--- config.mk ---
export PLATFORM = sky130hd
export DESIGN_NAME = memory_stage
export DESIGN_NICKNAME = d
export VERILOG_FILES = /design/src/rtl/memory_stage.sv
export SDC_FILE = /design/constraint.sdc
export NUM_CORES = 1
export LEC_CHECK = 0
export CAP_MARGIN = 20
export CORE_ASPECT_RATIO = 0.6
export CORE_MARGIN = 2
export CORE_UTILIZATION = 49
export CTS_CLUSTER_SIZE = 10
export DETAILED_ROUTE_END_ITERATION = 10
export HOLD_SLACK_MARGIN = 0.03
export PLACE_DENSITY = 0.95
export SYNTH_ARGS = -nofsm -noshare
export SYNTH_HDL_FRONTEND = slang
export SYNTH_SLANG_ARGS = --single-unit
--- constraint.sdc ---
create_clock -name clk -period 8.35 [get_ports clk]
set_clock_uncertainty 0.2 [all_clocks]
set_input_delay 1.67 -clock clk [delete_from_list [all_inputs] [get_ports clk]]
set_output_delay 1.67 -clock clk [all_outputs]
set_load 0.1 [all_outputs]
--- src/rtl/memory_stage.sv ---
// memory_stage: MEM stage of a 5-stage MIPS32 pipeline.
//
// Holds the EX/MEM (M) and MEM/WB (W) pipeline registers and runs a
// variable-latency request/acknowledge handshake towards data memory.
//
// Ports:
//   clk, rst                       clock, asynchronous active-high reset
//   regWriteE, memToRegE,
//   memWriteE, writeRegE,
//   aluOutE, writeDataE            execute-stage results and control
//   flushE                         load a bubble into M instead of E
//   memReq, memWe, memAddr,
//   memWData                       data-memory request (stable while memReq=1)
//   memRData, memAck               data-memory response
//   stallM                         freezes F/D/E and the M register
//   aluOutMOut, writeRegM,
//   regWriteM, memToRegM           M-stage state for forwarding/hazards
//   writeRegW, regWriteW, resultW  writeback and forwarding
//   memErr                         sticky misalign/timeout flag
module memory_stage #(
    parameter int unsigned TIMEOUT = 255
) (
    input  logic        clk,
    input  logic        rst,
    input  logic        regWriteE,
    input  logic        memToRegE,
    input  logic        memWriteE,
    input  logic [4:0]  writeRegE,
    input  logic [31:0] aluOutE,
    input  logic [31:0] writeDataE,
    input  logic        flushE,
    output logic        memReq,
    output logic        memWe,
    output logic [31:0] memAddr,
    output logic [31:0] memWData,
    input  logic [31:0] memRData,
    input  logic        memAck,
    output logic        stallM,
    output logic [31:0] aluOutMOut,
    output logic [4:0]  writeRegM,
    output logic        regWriteM,
    output logic        memToRegM,
    output logic [4:0]  writeRegW,
    output logic        regWriteW,
    output logic [31:0] resultW,
    output logic        memErr
);

    localparam logic [15:0] TimeoutCnt = 16'(TIMEOUT);

    typedef enum logic [0:0] {
        StIdle = 1'b0,
        StWait = 1'b1
    } state_e;

    // ------------------------------------------------------------------
    // State
    // ------------------------------------------------------------------
    // M register
    logic        reg_write_m_q,  reg_write_m_d;
    logic        mem_to_reg_m_q, mem_to_reg_m_d;
    logic        mem_write_m_q,  mem_write_m_d;
    logic [4:0]  write_reg_m_q,  write_reg_m_d;
    logic [31:0] alu_out_m_q,    alu_out_m_d;
    logic [31:0] write_data_m_q, write_data_m_d;

    // W register
    logic        reg_write_w_q,  reg_write_w_d;
    logic        mem_to_reg_w_q, mem_to_reg_w_d;
    logic [4:0]  write_reg_w_q,  write_reg_w_d;
    logic [31:0] alu_out_w_q,    alu_out_w_d;
    logic [31:0] read_data_w_q,  read_data_w_d;

    // Handshake FSM and error flag
    state_e      state_q,    state_d;
    logic [15:0] wait_cnt_q, wait_cnt_d;
    logic        mem_err_q,  mem_err_d;

    // ------------------------------------------------------------------
    // M-stage decode
    // ------------------------------------------------------------------
    logic mem_op_m;
    logic misalign_m;
    logic mem_req;
    logic timeout_hit;
    logic ack_valid;
    logic abort;
    logic stall;

    always_comb begin
        mem_op_m    = mem_to_reg_m_q | mem_write_m_q;
        misalign_m  = mem_op_m & (alu_out_m_q[1:0] != 2'b00);
        // The M register holds while stalled, so the request stays stable
        // for its whole lifetime without extra capture flops.
        mem_req     = mem_op_m & ~misalign_m;
        timeout_hit = (state_q == StWait) && (wait_cnt_q == TimeoutCnt);
        // An ack with no request in flight is ignored.
        ack_valid   = mem_req & memAck;
        // An ack in the last allowed cycle still wins over the timeout.
        abort       = mem_req & ~memAck & timeout_hit;
        stall       = mem_req & ~memAck & ~timeout_hit;
    end

    // ------------------------------------------------------------------
    // Handshake FSM next state
    // ------------------------------------------------------------------
    always_comb begin
        state_d    = state_q;
        wait_cnt_d = wait_cnt_q;
        unique case (state_q)
            StIdle: begin
                if (mem_req && !memAck) begin
                    state_d    = StWait;
                    wait_cnt_d = 16'd1;
                end
            end
            StWait: begin
                if (memAck || timeout_hit) begin
                    state_d    = StIdle;
                    wait_cnt_d = 16'd0;
                end else begin
                    wait_cnt_d = wait_cnt_q + 16'd1;
                end
            end
            default: begin
                state_d    = StIdle;
                wait_cnt_d = 16'd0;
            end
        endcase
    end

    // ------------------------------------------------------------------
    // Pipeline register next state
    // ------------------------------------------------------------------
    always_comb begin
        // Default: hold M (stall wins over flush).
        reg_write_m_d  = reg_write_m_q;
        mem_to_reg_m_d = mem_to_reg_m_q;
        mem_write_m_d  = mem_write_m_q;
        write_reg_m_d  = write_reg_m_q;
        alu_out_m_d    = alu_out_m_q;
        write_data_m_d = write_data_m_q;
        if (!stall) begin
            if (flushE) begin
                reg_write_m_d  = 1'b0;
                mem_to_reg_m_d = 1'b0;
                mem_write_m_d  = 1'b0;
                write_reg_m_d  = 5'd0;
                alu_out_m_d    = 32'd0;
                write_data_m_d = 32'd0;
            end else begin
                reg_write_m_d  = regWriteE;
                mem_to_reg_m_d = memToRegE;
                mem_write_m_d  = memWriteE;
                write_reg_m_d  = writeRegE;
                alu_out_m_d    = aluOutE;
                write_data_m_d = writeDataE;
            end
        end
    end

    always_comb begin
        // Default: bubble into W while the access is outstanding.
        reg_write_w_d  = 1'b0;
        mem_to_reg_w_d = 1'b0;
        write_reg_w_d  = 5'd0;
        alu_out_w_d    = 32'd0;
        read_data_w_d  = 32'd0;
        if (!stall) begin
            // Aborted or misaligned accesses retire without a register write.
            reg_write_w_d  = reg_write_m_q & ~(abort | misalign_m);
            mem_to_reg_w_d = mem_to_reg_m_q;
            write_reg_w_d  = write_reg_m_q;
            alu_out_w_d    = alu_out_m_q;
            read_data_w_d  = ack_valid ? memRData : 32'd0;
        end
    end

    always_comb begin
        mem_err_d = mem_err_q | misalign_m | abort;
    end

    // ------------------------------------------------------------------
    // Registers
    // ------------------------------------------------------------------
    always_ff @(posedge clk or posedge rst) begin
        if (rst) begin
            reg_write_m_q  <= 1'b0;
            mem_to_reg_m_q <= 1'b0;
            mem_write_m_q  <= 1'b0;
            write_reg_m_q  <= 5'd0;
            alu_out_m_q    <= 32'd0;
            write_data_m_q <= 32'd0;
            reg_write_w_q  <= 1'b0;
            mem_to_reg_w_q <= 1'b0;
            write_reg_w_q  <= 5'd0;
            alu_out_w_q    <= 32'd0;
            read_data_w_q  <= 32'd0;
            state_q        <= StIdle;
            wait_cnt_q     <= 16'd0;
            mem_err_q      <= 1'b0;
        end else begin
            reg_write_m_q  <= reg_write_m_d;
            mem_to_reg_m_q <= mem_to_reg_m_d;
            mem_write_m_q  <= mem_write_m_d;
            write_reg_m_q  <= write_reg_m_d;
            alu_out_m_q    <= alu_out_m_d;
            write_data_m_q <= write_data_m_d;
            reg_write_w_q  <= reg_write_w_d;
            mem_to_reg_w_q <= mem_to_reg_w_d;
            write_reg_w_q  <= write_reg_w_d;
            alu_out_w_q    <= alu_out_w_d;
            read_data_w_q  <= read_data_w_d;
            state_q        <= state_d;
            wait_cnt_q     <= wait_cnt_d;
            mem_err_q      <= mem_err_d;
        end
    end

    // ------------------------------------------------------------------
    // Outputs
    // ------------------------------------------------------------------
    always_comb begin
        memReq     = mem_req;
        // Request fields read as zero when no access is being made.
        memWe      = mem_req & mem_write_m_q;
        memAddr    = mem_req ? alu_out_m_q : 32'd0;
        memWData   = mem_req ? write_data_m_q : 32'd0;
        stallM     = stall;
        aluOutMOut = alu_out_m_q;
        writeRegM  = write_reg_m_q;
        regWriteM  = reg_write_m_q;
        memToRegM  = mem_to_reg_m_q;
        writeRegW  = write_reg_w_q;
        regWriteW  = reg_write_w_q;
        resultW    = mem_to_reg_w_q ? read_data_w_q : alu_out_w_q;
        memErr     = mem_err_q;
    end

endmodule

==> results of run 1 <==
-- layout make-up --
cell class,count,area [um^2],share of cell area
antenna,1,2.50,0.000236
clock buffer,18,429,0.0404
tap,198,248,0.0233
clock inverter,14,189,0.0178
timing repair buffer,261,2630,0.248
inverter,9,38.8,0.00366
multi-input combinational,399,3050,0.287
sequential,161,4030,0.380
-- final timing paths --
check,cells past startpoint,end,startpoint
worst max-delay path,4,memWData[1],aluOutMOut[0]
worst min-delay path,1,memErr,memErr
worst max register to register,7,aluOutMOut[26],wait_cnt_q[0]
worst min register to register,1,memErr,memErr
max in group asynchronous,4,write_data_m_q[19],rst
min in group asynchronous,2,aluOutMOut[16],rst
-- layer usage --
layer / part of all wire / wire [um] / vias to the layer above / track usage
met5: 0.00065 / 13 / - / 0
met4: 0.0072 / 144 / 2 / 0.0517
met3: 0.079 / 1580 / 16 / 0.0812
met2: 0.47 / 9360 / 206 / 0.395
met1: 0.45 / 8930 / 2785 / 0.344
li1: - / - / 2615 / -
-- synthesized netlist by cell type, types with 7 or more instances --
master,number,area share
mux2_2,101,0.15
dfrtp_1,161,0.55
buf_6,8,0.012
and3_1,97,0.082
nor2b_1,71,0.060
nand2_1,12,0.0061
clkbuf_1,38,0.019
o21ai_0,7,0.0048
a31oi_1,9,0.0076
and2_1,40,0.034
inv_1,9,0.0046
-- state kept, by name, summed over array words and instances (netlist names), 5 cells and up --
signal	count
aluOutMOut	32
alu_out_w_q	32
read_data_w_q	32
write_data_m_q	32
wait_cnt_q	16
writeRegM	5
writeRegW	5
-- power groups by stage --
stage                     Clock (mW)  Combinational [mW]  Sequential, mW
final                          0.813               0.782           0.884
after global routing           0.868               0.811           0.891
after CTS                      0.825               0.779           0.883
after detailed placement           0               0.777           0.897
after global placement             0               0.767           0.893
after floorplan                    0               0.448            1.02
-- worst register-to-register path, delay by kind of cell, from the launching register on --
kind          cells  cell delay (ns)
buf+inv           2             0.73
mux               1             0.42
simple gates      3             1.48
fa+ha+maj         1             0.31
flops             1             0.46
-- logic make-up (layout without fill, tap and decap cells) --
kind of cell             after synthesis  in the layout  share of synthesized area
flip-flops                           161            161                      0.547
multiplexers                         101            101                      0.154
other                                  1              3                   0.000509
adder cells (fa/ha/maj)                1              1                    0.00170
buffers and inverters                 64            302                     0.0424
XOR/XNOR                               3              3                    0.00357
AO/OA/AOI/OAI                         37             37                     0.0368
AND/OR/NAND/NOR                      255            255                      0.214
==> flow_summary.ini, run 1 <==
[floorplanning]
initial_core_util = 0.505
die_height_um = 99
die_w_um = 162
core-area_mm2 = 0.0146
die_area_mm2 = 0.0161
rows = 34
ioPinCount = 253

[finish]
drive_gt1_frac = 0.176
synthToLayoutAreaGrowth_pct = 44.0
final_cell_area_mm2 = 0.0106
final_cells = 1061
final_common_cell = clkdlybuf4s50_1
final_util = 0.727
final_cell_mix = clkdlybuf4s50_1, dfrtp_1, mux2_2, and3_1, nor2b_1
final_nets = 958
nFillCells = 995

[drt]
vias_per_cell = 5.30
drc = 0
drt_first_pass_iters = 5
drt_wl_total_um = 20000
vias = 5624
wl_per_cell_um = 18.9
first_iter_violations = 542
antenna_left = 0

[clocking]
path_clk_slew_ns = 0.06
clock_latency_ns = 0.40
cts_tree = built
postCtsSetupBuffers = 0
root_buffer = clkbuf_16
cts_sinks = 161
cts-resized-gates = 0
cts-htree-levels = 4
hold_buffers = 0
cts_inserted_buffers = 17
cts_max_path_buffers = 2

[critical_path]
cp.required_ns = 6.48
critPathMaxFanout = 49
critPathLaunchType = flip-flop
reg2reg_slack_ns = 4.63
crit_buf_inv = 2
crit_path_end_kind = output pin
arrival_ns = 3.17
crit_family = buffers and inverters
cpPeakStageDelay_ns = 1.14
cp_slowest_cell = clkdlybuf4s50_1
crit_type = reg -> out
crit_chain = nor2_4, buf_4, and3_1, clkdlybuf4s50_1

[timing]
relSlewSlack = 0.307
setup_viol = 0
post-route-period-util = 0.604
slew_violations = 0
rsz0062_at_grt = no
fin_hold_ws_ns = 0.257
fin_ws_ns = 3.31
fin_tns_setup_ns = 0
worstMarginPinSlew_ns = 1.04
max_freq_ghz = 0.198
hold_viol = 0
fin_crit_ns = 5.04

[grt]
grt_pass1_wl_um = 31400
grt_pass1_vias = 5772
grt_max_degree = 87
overflow = 0
grt.total_usage = 0.251
antenna_found_initial = 2

[synthesis]
ys_seq_area_frac = 0.547
ys_ff_latch = 161
synthArstFlopShare = 1.00
avgSynthCellArea_um2 = 11.8
synth_area_mm2 = 0.00737
ys_types = 47
syn-instance-count = 623
yosysWarnings = 0
synth_edf_count = 0
synth_ff_type = dfrtp_1

[pwr]
finalPower_mw = 2.48
power_density_mw_per_mm2 = 234
switching_power_uw = 930
sequentialPowerShare = 0.357
clkPwrFrac = 0.328
intPower_mw = 1.55
swShare = 0.375
ir_drop_v = 0.000131
share_comb_of_total_power = 0.315
leakagePower_nw = 4.95

[placed_design]
portBuffers = 250
place_inst = 1026
placed_cell_area_mm2 = 0.00994
hpwlAfterDp_um = 13500
place.gp.congestion = 0.841
pre_cts_slack_ns = 3.39

[flow_run]
max-cap-violations = 0

[worst_hold_path]
worstHoldPathType = reg -> reg

[run_status]
status = finished, final reports clean
No activity file was read; power rests on OpenSTA's default activity.
==> run 2: changes to the inputs <==
Settings changed: CORE_UTILIZATION 49 to 41, PLACE_DENSITY 0.95 to 0.86.
Clock period 8.35 ns to 4.26 ns, I/O delays scaled along.
==> run 2 against run 1 <==
Net effect:
- clock power rose by 81%
- worst hold slack improved by 0.038 ns
- sequential power increased by 96%
- critical path type unchanged
==> flow_summary.ini, run 2 (same netlist as run 1, synthesis figures left out) <==
[timing]
slew_violations = 0
fin_tns_setup_ns = 0
relSlewSlack = 0.260
fin_crit_ns = 3.92
post-route-period-util = 0.920
fin_ws_ns = 0.340
setup_viol = 0
hold_viol = 0
rsz0062_at_grt = no
worstMarginPinSlew_ns = 1.10
max_freq_ghz = 0.255

[finish]
final_nets = 958
final_cells = 1096
synthToLayoutAreaGrowth_pct = 40.4
nFillCells = 1456
final_common_cell = dfrtp_1
drive_gt1_frac = 0.288
final_cell_mix = dfrtp_1, clkdlybuf4s50_1, buf_4, mux2_2, and3_1
antenna_cells = 0

[drt]
wl_per_cell_um = 18.4
vias = 5634
first_iter_violations = 388
drt_wl_total_um = 20200
drc = 0
vias_per_cell = 5.14
drt_first_pass_iters = 4
antenna_left = 0

[flow_run]
max-cap-violations = 0

[clocking]
clock_latency_ns = 0.41
cts_inserted_buffers = 17
cts-htree-levels = 4
cts_sinks = 161
postCtsSetupBuffers = 0
cts_tree = built
path_clk_slew_ns = 0.07
cts-resized-gates = 0
root_buffer = clkbuf_16
hold_buffers = 0
cts_max_path_buffers = 2

[critical_path]
cp.required_ns = 3.21
critPathLaunchType = flip-flop
crit_type = reg -> out
arrival_ns = 2.87
crit_path_end_kind = output pin
critPathMaxFanout = 15

[placed_design]
place_inst = 1064
pre_cts_slack_ns = 0.778
place.gp.congestion = 0.929
hpwlAfterDp_um = 13900
portBuffers = 250

[floorplanning]
ioPinCount = 253
die_height_um = 108
initial_core_util = 0.425
die_area_mm2 = 0.0191
rows = 37
core-area_mm2 = 0.0174
die_w_um = 177

[grt]
grt_pass1_wl_um = 31500
grt_pass1_vias = 5681
grt.total_usage = 0.214
overflow = 0
grt_max_degree = 162
antenna_found_initial = 0

[pwr]
power_density_mw_per_mm2 = 455
leakagePower_nw = 5.09
finalPower_mw = 4.71
ir_drop_v = 0.000217

[worst_hold_path]
worstHoldPathType = reg -> reg

[run_status]
status = finished, final reports clean
## run 2: changes by cell type in the layout (fill, tap and decap cells not counted), moves of 2 or more
cell and change:
buf_4 +96, clkdlybuf4s50_1 -96, bufinv_16 -3, inv_6 -3, inv_8 +3, buf_12 +2, buf_16 -2
## run 2: stage by stage
| stage | instance area [um^2] | hold WS, ns | util |
|---|---|---|---|
| final | 10300 | 0.295 | 0.596 |
| after global routing | 10300 | 0.316 | 0.596 |
| after global placement | 9780 | 0.243 | 0.563 |
| after CTS | 10300 | 0.302 | 0.596 |
| after floorplan | 7380 | 0.260 | - |
| after detailed placement | 9780 | 0.288 | 0.563 |
## run 2: cell type report
type	instances	area, um^2	share of cell area
Tap cell	234	293	0.0283
Timing Repair Buffer	261	2370	0.229
Clock buffer	18	429	0.0415
Inverter	9	37.5	0.00363
Clock inverter	14	140	0.0135
Multi-Input combinational cell	399	3050	0.294
Sequential cell	161	4030	0.389
## run 2: final timing paths
kind | start | end | slack [ns] | depth (start not counted)
min in group asynchronous | rst | aluOutMOut[19] | 0.84 | 3
max in group asynchronous | rst | writeRegM[3] | 2.36 | 3
min reg2reg | memErr | memErr | 0.30 | 1
max reg2reg | wait_cnt_q[0] | aluOutMOut[23] | 0.90 | 6
min | memErr | memErr | 0.30 | 1
max | wait_cnt_q[0] | stallM | 0.34 | 6
## run 2: worst max-delay path: stages, from the launching register on
cell     delay [ns]
dfrtp_1        0.42
ha_1           0.27
or4b_1         0.47
or4_1          0.78
nand3_4        0.22
inv_1          0.13
buf_12         0.19
## run 2: per-layer routing
metal | GRT usage | part of all wire
met1 | 0.303 | 0.46
met2 | 0.326 | 0.45
met3 | 0.0590 | 0.080
met4 | 0.0478 | 0.0099
met5 | 0 | 0
## run 2: where the power goes
group / internal [mW] / switching [mW] / total (mW) / leakage, nW
Clock: 0.781 / 0.688 / 1.47 / 0.274
Combinational: 0.417 / 1.09 / 1.51 / 2.70
Sequential: 1.65 / 0.0847 / 1.73 / 2.12
Total: 2.85 / 1.86 / 4.71 / 5.09
==> run 3: changes to the inputs <==
--- a/constraint.sdc
+++ b/constraint.sdc
@@ -3,3 +3,3 @@
 set_input_delay 0.852 -clock clk [delete_from_list [all_inputs] [get_ports clk]]
 set_output_delay 0.852 -clock clk [all_outputs]
-set_load 0.1 [all_outputs]
+set_load 0.01 [all_outputs]
==> run 3 against run 2 <==
Net effect:
- non-clock buffer count is 1 higher
- first-iteration DRC count is 28% lower
- combinational power is 47% lower
- power is 15% lower
- critical path type unchanged
- largest cell class unchanged
- largest power group unchanged
==> flow_summary.ini, run 3 (same netlist as run 1, synthesis figures left out) <==
[grt]
grt_max_degree = 162
grt.total_usage = 0.215
grt_pass1_vias = 5767
overflow = 0
antenna_found_initial = 0
grt_pass1_wl_um = 31800

[critical_path]
arrival_ns = 2.89
cp.required_ns = 3.21
crit_type = reg -> out
critPathLaunchType = flip-flop
r2r-start = wait_cnt_q[0]
critPathMaxFanout = 6
r2r_end = write_data_m_q[29]
crit_path_end_kind = output pin
reg2reg_depth = 6
reg2reg_slack_ns = 1.15

[floorplanning]
core-area_mm2 = 0.0174
initial_core_util = 0.425
ioPinCount = 253
rows = 37
die_height_um = 108
die_area_mm2 = 0.0191
die_w_um = 177

[worst_hold_path]
hold_depth = 1
worstHoldPathType = reg -> reg
hp-start = memErr
min_to = memErr

[pwr]
leakagePower_nw = 4.93
ir_drop_v = 0.000226
finalPower_mw = 4.01
power_density_mw_per_mm2 = 377

[clocking]
cts-resized-gates = 0
postCtsSetupBuffers = 0
clock_latency_ns = 0.40
cts_tree = built
hold_buffers = 0
cts-htree-levels = 4
cts_inserted_buffers = 17
cts_sinks = 161
path_clk_slew_ns = 0.06
cts_max_path_buffers = 2
root_buffer = clkbuf_16

[timing]
rsz0062_at_grt = no
setup_viol = 0
worstMarginPinSlew_ns = 0.931
max_freq_ghz = 0.254
post-route-period-util = 0.926
fin_tns_setup_ns = 0
slew_violations = 0
fin_crit_ns = 3.94
hold_viol = 0
fin_hold_ws_ns = 0.273
relSlewSlack = 0.376

[finish]
synthToLayoutAreaGrowth_pct = 44.0
final_util = 0.612
final_cell_mix = clkdlybuf4s50_1, dfrtp_1, mux2_2, and3_1, nor2b_1
final_common_cell = clkdlybuf4s50_1
antenna_cells = 0
drive_gt1_frac = 0.177
final_nets = 959

[drt]
first_iter_violations = 279
vias = 5640
vias_per_cell = 5.14
drc = 0
wl_per_cell_um = 18.4
antenna_left = 0
drt_first_pass_iters = 6
drt_wl_total_um = 20200

[placed_design]
hpwlAfterDp_um = 13800
place.gp.congestion = 0.891
portBuffers = 250

[run_status]
status = finished, final reports clean

[flow_run]
max-cap-violations = 0
[run 3: cell count changes in the layout (fill, tap and decap cells not counted)]
cell,change
buf_4,-98
clkdlybuf4s50_1,+97
clkbuf_2,+1
inv_8,-1
inv_6,+1
buf_12,+1
clkbuf_8,+1
clkbuf_1,-1
[run 3: worst max-delay path, cell delays in order, from the launching register on]
cell and delay (ns):
dfrtp_1 0.43, ha_1 0.28, or4b_1 0.47, or4_1 0.58, nand3_4 0.14, inv_1 0.09
clkdlybuf4s50_1 0.49
[run 3: per-stage QoR]
| stage | instances | cell area, um^2 | setup WS [ns] |
|---|---|---|---|
| after floorplan | 624 | 7380 | 1.15 |
| after global placement | 1064 | 10000 | 0.787 |
| after detailed placement | 1064 | 10000 | 0.747 |
| after CTS | 1096 | 10600 | 0.300 |
| after global routing | 1097 | 10600 | 0.203 |
| final | 1097 | 10600 | 0.317 |
[run 3: metal layers]
metal,share of wire,global-route usage
met5,0,0
met3,0.095,0.0696
met1,0.45,0.297
met2,0.45,0.339
met4,0.0047,0.0319
[run 3: final cells by class]
class / instances / area [um^2]
clock buffer: 18 / 439
fill: 1399 / 6740
inverter: 9 / 37.5
multi-input combinational: 399 / 3050
sequential: 161 / 4030
tap: 234 / 293
timing repair buffer: 262 / 2640
clock inverter: 14 / 138
[run 3: power by group]
part	leakage [nW]	total [mW]	internal, mW	switching (mW)
Clock	0.279	1.48	0.795	0.685
Combinational	2.53	0.794	0.447	0.347
Sequential	2.12	1.73	1.65	0.0845
[run 3: how the worst max path moves through the flow]
| stage | start | endpoint | slack, ns |
|---|---|---|---|
| 2_1_floorplan | wait_cnt_q[0] | stallM | 1.15 |
| 3_3_place_gp | wait_cnt_q[0] | stallM | 0.79 |
| 3_5_place_dp | wait_cnt_q[0] | stallM | 0.75 |
| 4_1_cts | wait_cnt_q[0] | stallM | 0.30 |
| 5_1_grt | wait_cnt_q[0] | stallM | 0.20 |
| 6_report | wait_cnt_q[0] | stallM | 0.32 |
==> edit, RTL diff (flow settings as in run 3) <==
Take the reset off `write_data_m_q` and `read_data_w_q` and load them in a clocked block of their own.
--- a/src/rtl/memory_stage.sv
+++ b/src/rtl/memory_stage.sv
@@ -191,10 +191,8 @@
             write_reg_m_q  <= 5'd0;
             alu_out_m_q    <= 32'd0;
-            write_data_m_q <= 32'd0;
             reg_write_w_q  <= 1'b0;
             mem_to_reg_w_q <= 1'b0;
             write_reg_w_q  <= 5'd0;
             alu_out_w_q    <= 32'd0;
-            read_data_w_q  <= 32'd0;
             state_q        <= StIdle;
             wait_cnt_q     <= 16'd0;
@@ -206,14 +204,17 @@
             write_reg_m_q  <= write_reg_m_d;
             alu_out_m_q    <= alu_out_m_d;
-            write_data_m_q <= write_data_m_d;
             reg_write_w_q  <= reg_write_w_d;
             mem_to_reg_w_q <= mem_to_reg_w_d;
             write_reg_w_q  <= write_reg_w_d;
             alu_out_w_q    <= alu_out_w_d;
-            read_data_w_q  <= read_data_w_d;
             state_q        <= state_d;
             wait_cnt_q     <= wait_cnt_d;
             mem_err_q      <= mem_err_d;
         end
+    end
+
+    always_ff @(posedge clk) begin
+        write_data_m_q <= write_data_m_d;
+        read_data_w_q  <= read_data_w_d;
     end
 
Formal check against the unedited RTL: no difference found for any inputs over 10 cycles, from zero or initial values and one cycle with rst high; that may be too few to reach the edited logic, so the function may still have changed.
==> edit against run 3 <==
  * Cell count decreased by 3.3%
  * Synthesized cell count fell by 6.3%
  * Routed wire length is 6.4% lower
  * Synthesized area down 4.6%
  * Sequential cell count unchanged
  * Setup slack better by 0.34 ns
  * Cell area decreased by 3.0%
  * Sequential share of layout area rose by 1.2 points
  * Non-clock buffer count down 2
  * Total power is 1.7% higher
==> edit: results (changes against run 3) <==
Critical path
  – Largest stage delay on the critical path: 0.82 ns (+0.24 ns)
  – Worst Setup EP: memAddr[14]
  – FF-to-FF setup slack: 0.98 ns (-0.17 ns)
  – Crit Path Max Fanout: 64 (+58)
  – Reg-to-Reg End: aluOutMOut[27]
  – Critical path startpoint: mem_write_m_q
  – CP max stage cell: or2_2
  – Crit path arrival time: 2.55 ns (-0.34 ns)
  – Reg2Reg Depth: 7 (+1)

Detailed routing
  – Wire length on met2: 8420 um (-7.6%)
  – Number of DRC markers in iteration 0: 317 (+14%)
  – Met3 WL: 1750 um (-9.0%)
  – 1st-pass router iterations: 5 (-1)
  – Via/cell ratio: 4.98 (-3.1%)
  – Met1 WL: 8440 um (-6.7%)
  – DRT Wirelength: 18,900 um (-6.4%)

Logic synthesis
  – Adder-Cell Fraction of Synth Area: 0.00178 (+0.0000825)
  – Post-synth EDFFs: 32 (+32)
  – Top cells by area, synth: dfrtp_1, edfxtp_1, mux2_2
  – Seq/Total Area, Yosys: 0.573 (+0.0266)
  – Mux cell area share after synthesis: 0.125 (-0.0297)
  – Synth warn: 0 (unchanged)
  – Post-synth ARST share: 0.602 (-0.398)
  – Synth cell types: 48 (+2.1%)
  – Synth Flop Type: dfrtp_1
  – Xor and xnor area share after synthesis: 0.00249 (-0.00107)
  – Synth Area in Compound Gates: 0.0246 (-0.0123)
  – Synth cell count leaders: dfrtp_1, and3_1, nor2b_1, mux2_2, and2_1

Clock tree
  – CTS resizes: 0 (unchanged)
  – CTS Buf Count: 17 (unchanged)
  – Post-CTS setup repair buffer count: 0 (unchanged)
  – Worst skew pair latency: 0.41 ns
  – Clock-pin slew on the worst setup and hold paths: about 0.070 ns
  – Clk root buf: clkbuf_16
  – Max Buffers Root-to-Sink: 2 (unchanged)

Finish
  – Share of layout cells above drive strength 1: 0.146 (-0.0310)
  – FILL cells: 1,362 (-2.6%)
  – N_diodes: 0 (unchanged)
  – Fin nets: 923 (-3.8%)

Power
  – Pleak: 0.00455 uW (-7.6%)
  – Worst vdd ir: 0.000273 V (+21%)

Place
  – Dpl hpwl: 12,700 um (-7.4%)
  – GPL Wtd Cong: 0.870 (-2.3%)
  – Placement Cell Area: 9670 um^2 (-3.6%)

Run status
  – Status: finished clean

Timing
  – Slew HR: 0.281 (-0.0950)

GRT
  – Gr usage total: 0.209 (-0.00689)
  – Largest net degree at the start of global routing: 65 (-60%)
  – Vias in the first global route: 5,357 (-7.1%)
  – First-pass GRT wire length: 29,800 um (-6.2%)
  – Antenna violations before repair: 0 (unchanged)
## edit: cells by family after synthesis
kind of cell,Yosys count
multiplexers,75
AO/OA/AOI/OAI,27
XOR/XNOR,2
adder cells (fa/ha/maj),1
flip-flops,161
other,1
AND/OR/NAND/NOR,262
buffers and inverters,55
## edit: cell type report
cell class	instances	area, um^2	share of cell area
clock inverters	15	195	0.0190
clock buffers	17	425	0.0413
repair buffers	260	2580	0.251
flip-flops and latches	161	4030	0.391
multi-input cells	369	2750	0.267
inverters	5	21.3	0.00207
well taps	234	293	0.0284
## edit: per-stage QoR
step	total power, uW	worst slack (ns)	hold WS [ns]	instances
6_report	4070	0.658	0.279	1061
5_1_grt	4240	0.440	0.309	1061
4_1_cts	4120	0.598	0.295	1061
3_5_place_dp	2490	0.800	0.254	1029
3_3_place_gp	2470	0.845	0.240	1029
2_1_floorplan	2100	0.674	0.293	585
## edit: power by group
group / switching [uW] / total [uW] / internal, uW
sequential: 68.4 / 1750 / 1690
clock: 673 / 1620 / 945
combinational: 301 / 700 / 398
total: 1040 / 4070 / 3030
## edit: how the worst min path moves through the flow
stage,from,end,depth (start not counted)
6_report,memErr,memErr,1
5_1_grt,memErr,memErr,1
4_1_cts,memErr,memErr,1
3_5_place_dp,memErr,memErr,1
3_3_place_gp,memErr,memErr,1
2_1_floorplan,memErr,memErr,1
## edit: routing by layer
layer	GRT usage	up-vias
met4	0.0496	0
met1	0.274	2551
met2	0.324	217
met3	0.0833	25
li1	-	2494
met5	0	-
